**src/rtl/pipe_stage_reg_if.sv**
```systemverilog
// Payload/valid bundle between two pipeline stages around a pipe_stage_reg.
// master drives the upstream side and observes the registered side; slave is the register.
interface pipe_stage_reg_if #(
    parameter int W = 32
);
    logic         in_valid;
    logic [W-1:0] in_data;
    logic         out_valid;
    logic [W-1:0] out_data;

    modport master (
        output in_valid,
        output in_data,
        input  out_valid,
        input  out_data
    );

    modport slave (
        input  in_valid,
        input  in_data,
        output out_valid,
        output out_data
    );
endinterface

```
**src/rtl/pipe_stage_reg.sv**
```systemverilog
// Parametrised pipeline stage register with flush, bubble masking and
// saturating stall/bubble/flush performance counters.
module pipe_stage_reg #(
    parameter int             W            = 32,
    parameter int             STALL_W      = 6,
    parameter int             STAGE        = 4,
    parameter logic [W-1:0]   BUBBLE_MASK  = {W{1'b1}},
    parameter bit             ZERO_INVALID = 1'b1,
    parameter int             CNT_W        = 16
) (
    input  logic               clk,
    input  logic               rst,
    input  logic [STALL_W-1:0] stall,
    input  logic               flush,
    input  logic               cnt_clr,
    pipe_stage_reg_if.slave    bus,
    output logic [CNT_W-1:0]   stall_cnt,
    output logic [CNT_W-1:0]   bubble_cnt,
    output logic [CNT_W-1:0]   flush_cnt
);

    localparam logic [1:0] ACT_FLUSH   = 2'd0;
    localparam logic [1:0] ACT_ADVANCE = 2'd1;
    localparam logic [1:0] ACT_BUBBLE  = 2'd2;
    localparam logic [1:0] ACT_HOLD    = 2'd3;

    localparam bit HAS_DOWN = (STAGE < STALL_W - 1);
    localparam int DOWN_IDX = HAS_DOWN ? STAGE + 1 : STAGE;

    localparam logic [CNT_W-1:0] CNT_ONE = {{(CNT_W-1){1'b0}}, 1'b1};
    localparam logic [CNT_W-1:0] CNT_MAX = {CNT_W{1'b1}};

    logic         stall_here;
    logic         stall_down;
    logic [1:0]   action;
    logic [W-1:0] cleared_data;
    logic         unused_stall_bits;

    assign stall_here        = stall[STAGE];
    assign stall_down        = HAS_DOWN ? stall[DOWN_IDX] : 1'b0;
    assign cleared_data      = bus.out_data & ~BUBBLE_MASK;
    assign unused_stall_bits = ^stall;

    always_comb begin
        action = ACT_HOLD;
        if (flush)
            action = ACT_FLUSH;
        else if (!stall_here)
            action = ACT_ADVANCE;
        else if (!stall_down)
            action = ACT_BUBBLE;
        else
            action = ACT_HOLD;
    end

    always_ff @(posedge clk or negedge rst) begin
        if (!rst) begin
            bus.out_valid <= 1'b0;
            bus.out_data  <= '0;
        end else begin
            case (action)
                ACT_FLUSH, ACT_BUBBLE: begin
                    bus.out_valid <= 1'b0;
                    bus.out_data  <= cleared_data;
                end
                ACT_ADVANCE: begin
                    bus.out_valid <= bus.in_valid;
                    if (!bus.in_valid && ZERO_INVALID)
                        bus.out_data <= cleared_data;
                    else
                        bus.out_data <= bus.in_data;
                end
                default: begin
                    bus.out_valid <= bus.out_valid;
                    bus.out_data  <= bus.out_data;
                end
            endcase
        end
    end

    // Counters only observe the chosen action; a clear in the same cycle wins.
    always_ff @(posedge clk or negedge rst) begin
        if (!rst) begin
            stall_cnt  <= '0;
            bubble_cnt <= '0;
            flush_cnt  <= '0;
        end else if (cnt_clr) begin
            stall_cnt  <= '0;
            bubble_cnt <= '0;
            flush_cnt  <= '0;
        end else begin
            if (action == ACT_HOLD && stall_cnt != CNT_MAX)
                stall_cnt <= stall_cnt + CNT_ONE;
            if (action == ACT_BUBBLE && bubble_cnt != CNT_MAX)
                bubble_cnt <= bubble_cnt + CNT_ONE;
            if (action == ACT_FLUSH && bus.out_valid && flush_cnt != CNT_MAX)
                flush_cnt <= flush_cnt + CNT_ONE;
        end
    end

endmodule

```
**src/flat_wrapper.sv**
```systemverilog
// flat-port wrapper written by rule: the top's interface ports become plain ports
module pipe_stage_reg_flat 
#(
    parameter int             W            = 32,
    parameter int             STALL_W      = 6,
    parameter int             STAGE        = 4,
    parameter logic [W-1:0]   BUBBLE_MASK  = {W{1'b1}},
    parameter bit             ZERO_INVALID = 1'b1,
    parameter int             CNT_W        = 16
)
  (clk, rst, stall, flush, cnt_clr, stall_cnt, bubble_cnt, flush_cnt, bus_in_valid, bus_in_data, bus_out_valid, bus_out_data);
  pipe_stage_reg_if #(.W(W)) bus_i ();
  input  logic clk;
  input  logic rst;
  input  logic [STALL_W-1:0] stall;
  input  logic flush;
  input  logic cnt_clr;
  output logic [CNT_W-1:0] stall_cnt;
  output logic [CNT_W-1:0] bubble_cnt;
  output logic [CNT_W-1:0] flush_cnt;
  input wire logic [$bits(bus_i.in_valid)-1:0] bus_in_valid;
  input wire logic [$bits(bus_i.in_data)-1:0] bus_in_data;
  output wire logic [$bits(bus_i.out_valid)-1:0] bus_out_valid;
  output wire logic [$bits(bus_i.out_data)-1:0] bus_out_data;
  assign bus_i.in_valid = bus_in_valid;
  assign bus_i.in_data = bus_in_data;
  assign bus_out_valid = bus_i.out_valid;
  assign bus_out_data = bus_i.out_data;
  pipe_stage_reg #(.W(W), .STALL_W(STALL_W), .STAGE(STAGE), .BUBBLE_MASK(BUBBLE_MASK), .ZERO_INVALID(ZERO_INVALID), .CNT_W(CNT_W)) u_core (.clk(clk), .rst(rst), .stall(stall), .flush(flush), .cnt_clr(cnt_clr), .bus(bus_i), .stall_cnt(stall_cnt), .bubble_cnt(bubble_cnt), .flush_cnt(flush_cnt));
endmodule
```
**config.mk**
```make
export PLATFORM = sky130hd
export DESIGN_NAME = pipe_stage_reg_flat
export DESIGN_NICKNAME = d
export VERILOG_FILES = /design/src/rtl/pipe_stage_reg_if.sv /design/src/rtl/pipe_stage_reg.sv /design/src/flat_wrapper.sv
export SDC_FILE = /design/constraint.sdc
export NUM_CORES = 1
export LEC_CHECK = 0
export BUFFER_PORTS_ARGS = -buffer_cell sky130_fd_sc_hd__buf_2
export CAP_MARGIN = 10
export CORE_UTILIZATION = 45
export CTS_BUF_LIST = sky130_fd_sc_hd__clkbuf_2 sky130_fd_sc_hd__clkbuf_4 sky130_fd_sc_hd__clkbuf_8
export DETAILED_ROUTE_END_ITERATION = 7
export GPL_ROUTABILITY_DRIVEN = 0
export PLACE_DENSITY = 0.7
export SLEW_MARGIN = 40
export SYNTH_ARGS = -nofsm -noshare
export SYNTH_HDL_FRONTEND = slang
export SYNTH_SLANG_ARGS = --single-unit
```
**constraint.sdc**
```tcl
create_clock -name clk -period 2.2 [get_ports clk]
set_clock_uncertainty 0.15 [all_clocks]
set_input_delay 0.33 -clock clk [delete_from_list [all_inputs] [get_ports clk]]
set_output_delay 0.33 -clock clk [all_outputs]
set_load 0.02 [all_outputs]
```
==> flow_summary.toml <==
[timing]
fmaxAchievable_ghz = 0.488
hold_viol_final = 0
slew-limit-headroom_pct = 60.5
fin_crit_sh_pct = 93.2
worst-slew-pin-transition_ps = 592
tns_ps = 0
drv_slew = 0
setup_viol = 0
rsz0062_at_grt = "no"
min_period_ps = 2050

[finish]
final_cell_mix = "buf_2, dfrtp_1, nor2_1, a22o_1, xor2_1"
design_area_sq_um = 4810
drive_gt1_share_pct = 32.5
final_common_cell = "buf_2"
antenna_cells = 0
finalNetCount = 527
postLayoutCoreUtil_pct = 58.8
area_delta_synth_final_pct = 27.5

[grt]
track_usage_pct = 20.2
overflow = 0
antenna_found_initial = 0
grt_max_degree = 47
grt_pass1_vias = 3057
grt_pass1_wl_mm = 14.0

[clock_tree]
cts-htree-levels = 3
cts_max_path_buffers = 2
cts_sinks = 81
cts_tree = "yes"
numCtsBuffers = 9
cts.root.buffer_cell = "clkbuf_8"
clk_pin_slew_ps = 80
clkLatencyLatePin_ps = 340

[placed_design]
port_buffers = 119
dpl_cell_area_sq_um = 4580
dp.final_hpwl_mm = 5.95

[die]
coreArea_sq_um = 8180
die_w_um = 93.5
start_util_pct = 46.1
dieArea_sq_um = 8750
ios = 124
rows = 33
die_h_um = 93.5

[synth]
synth_cell_types = 50
synthFlopType = "dfrtp_1"
yosys_warnings = 0
syn-cell-area_sq_um = 3770
synth-simple-area-share_pct = 21.5
synth_top_family_by_area = "simple AND/OR/NAND/NOR gates"
syn_inst = 351
synth_enable_flop_cells = 0
synth_compound_area_share_pct = 13.3
synthXorXnorAreaFrac_pct = 8.36
async_flop_share_pct = 100
synthAdderAreaFrac_pct = 0.995
synth.top_cells.by_area = "dfrtp_1, a22o_1, nor2_1"
syn_nets = 397
synth-seq-cells = 81
yosysTopAreaCell = "dfrtp_1"
syn-mean-instance-area_sq_um = 10.7
synth.area.mux_share_pct = 0.531
yosys.area.top_type_share_pct = 53.7
synth-seq-area-share_pct = 53.7

[pwr]
leakage_uw = 0.00242
ir_drop_v = 0.000367
power_uw = 2830
power.density_nw_per_um2 = 590

[job]
max-cap-violations = 0

[worst_setup_path]
crit_path_max_fanout = 4
cp_data_required_time_ps = 2310
cp-end-kind = "flop"
setup.worst_path.class = "reg2reg"
cp.arrival_ps = 2160
critPathLaunchType = "flop"

[detailed_routing]
routed_wl_mm = 8.47
drt_iter0_markers = 100
ant_nets = 0
drc_errors = 0
viasPerCell = 5.42
via_count = 3202
routedWlPerCell_um = 14.3
dr.pass1.iters = 6

[status]
status = "finished clean"

[worst_hold_path]
hp-class = "in2reg"
-- critical path, stage by stage, from the launching register on --
cell and delay (ps):
dfrtp_1 420, ha_1 250, and3_1 180, and4b_1 250, nor2_2 130, or4b_1 440
a21oi_1 160
-- synth_stat cells, types with 6 or more instances --
cell / instances
a21oi_1: 10
a22o_1: 32
and4_1: 6
clkbuf_1: 12
dfrtp_1: 81
nand2_1: 17
nand3_1: 17
nand4_1: 13
nor2_1: 45
nor3_1: 13
o21ai_0: 7
xnor2_1: 17
xor2_1: 19
-- state kept, by name, indices dropped and copies added, names as in the netlist --
| register | cells |
|---|---|
| u_core.bubble_cnt | 16 |
| u_core.flush_cnt | 16 |
| u_core.bus.out_valid | 1 |
| u_core.stall_cnt | 16 |
| u_core.bus.out_data | 32 |
-- final cells by class --
cell class / instances / area [sq um]
inverters: 2 / 7.51
multi-input cells: 254 / 1700
clock buffers: 11 / 145
flip-flops and latches: 81 / 2030
repair buffers: 133 / 743
fillers: 722 / 3370
well taps: 105 / 131
clock inverters: 5 / 55.1
-- worst paths after layout --
kind	start	to	slack, ps	cells past startpoint
worst max-delay path	u_core.bubble_cnt[0]	u_core.bubble_cnt[6]	150	6
worst min-delay path	bus_in_data[1]	u_core.bus.out_data[1]	50	2
worst max register to register	u_core.bubble_cnt[0]	u_core.bubble_cnt[6]	150	6
worst min register to register	u_core.bus.out_data[30]	u_core.bus.out_data[30]	360	1
max in group asynchronous	rst	u_core.bus.out_data[8]	930	3
min in group asynchronous	rst	u_core.bubble_cnt[12]	380	2
-- metal layers --
metal / GRT usage, % / vias to the layer above / wire, um / part of all wire (%)
li1: - / 1548 / - / -
met1: 26.6 / 1548 / 3860 / 46
met2: 31.8 / 97 / 4010 / 47
met3: 5.04 / 9 / 486 / 5.7
met4: 8.08 / 0 / 114 / 1.3
met5: 0 / - / 0 / 0
-- where the power goes --
part	total, uW	internal [uW]	switching [uW]
logic	205	78.2	127
registers	1530	1510	16.3
clock network	1100	565	537
total	2830	2150	681
-- per-stage QoR --
step	hold WS, ps	setup slack (ps)	cells
floorplan	-116	119	351
global placement	221	157	573
detailed placement	230	130	573
CTS	30.8	97.7	590
global route	31.3	26.5	591
finish	45.3	150	591
-- logic make-up after synthesis --
kind of cell | Yosys count
simple gates | 147
flops | 81
compound gates | 66
xor+xnor | 36
buf+inv | 16
fa+ha+maj | 3
mux | 2
-- repair_timing --
action / CTS / global route
endpoints found under the setup margin: 0 / 4
resized for setup: 0 / 2
hold endpoints to repair: 45 / 0
buffers inserted: 0 / 1
hold buffers: 1 / 0
No activity file was read; power rests on OpenSTA's default activity.
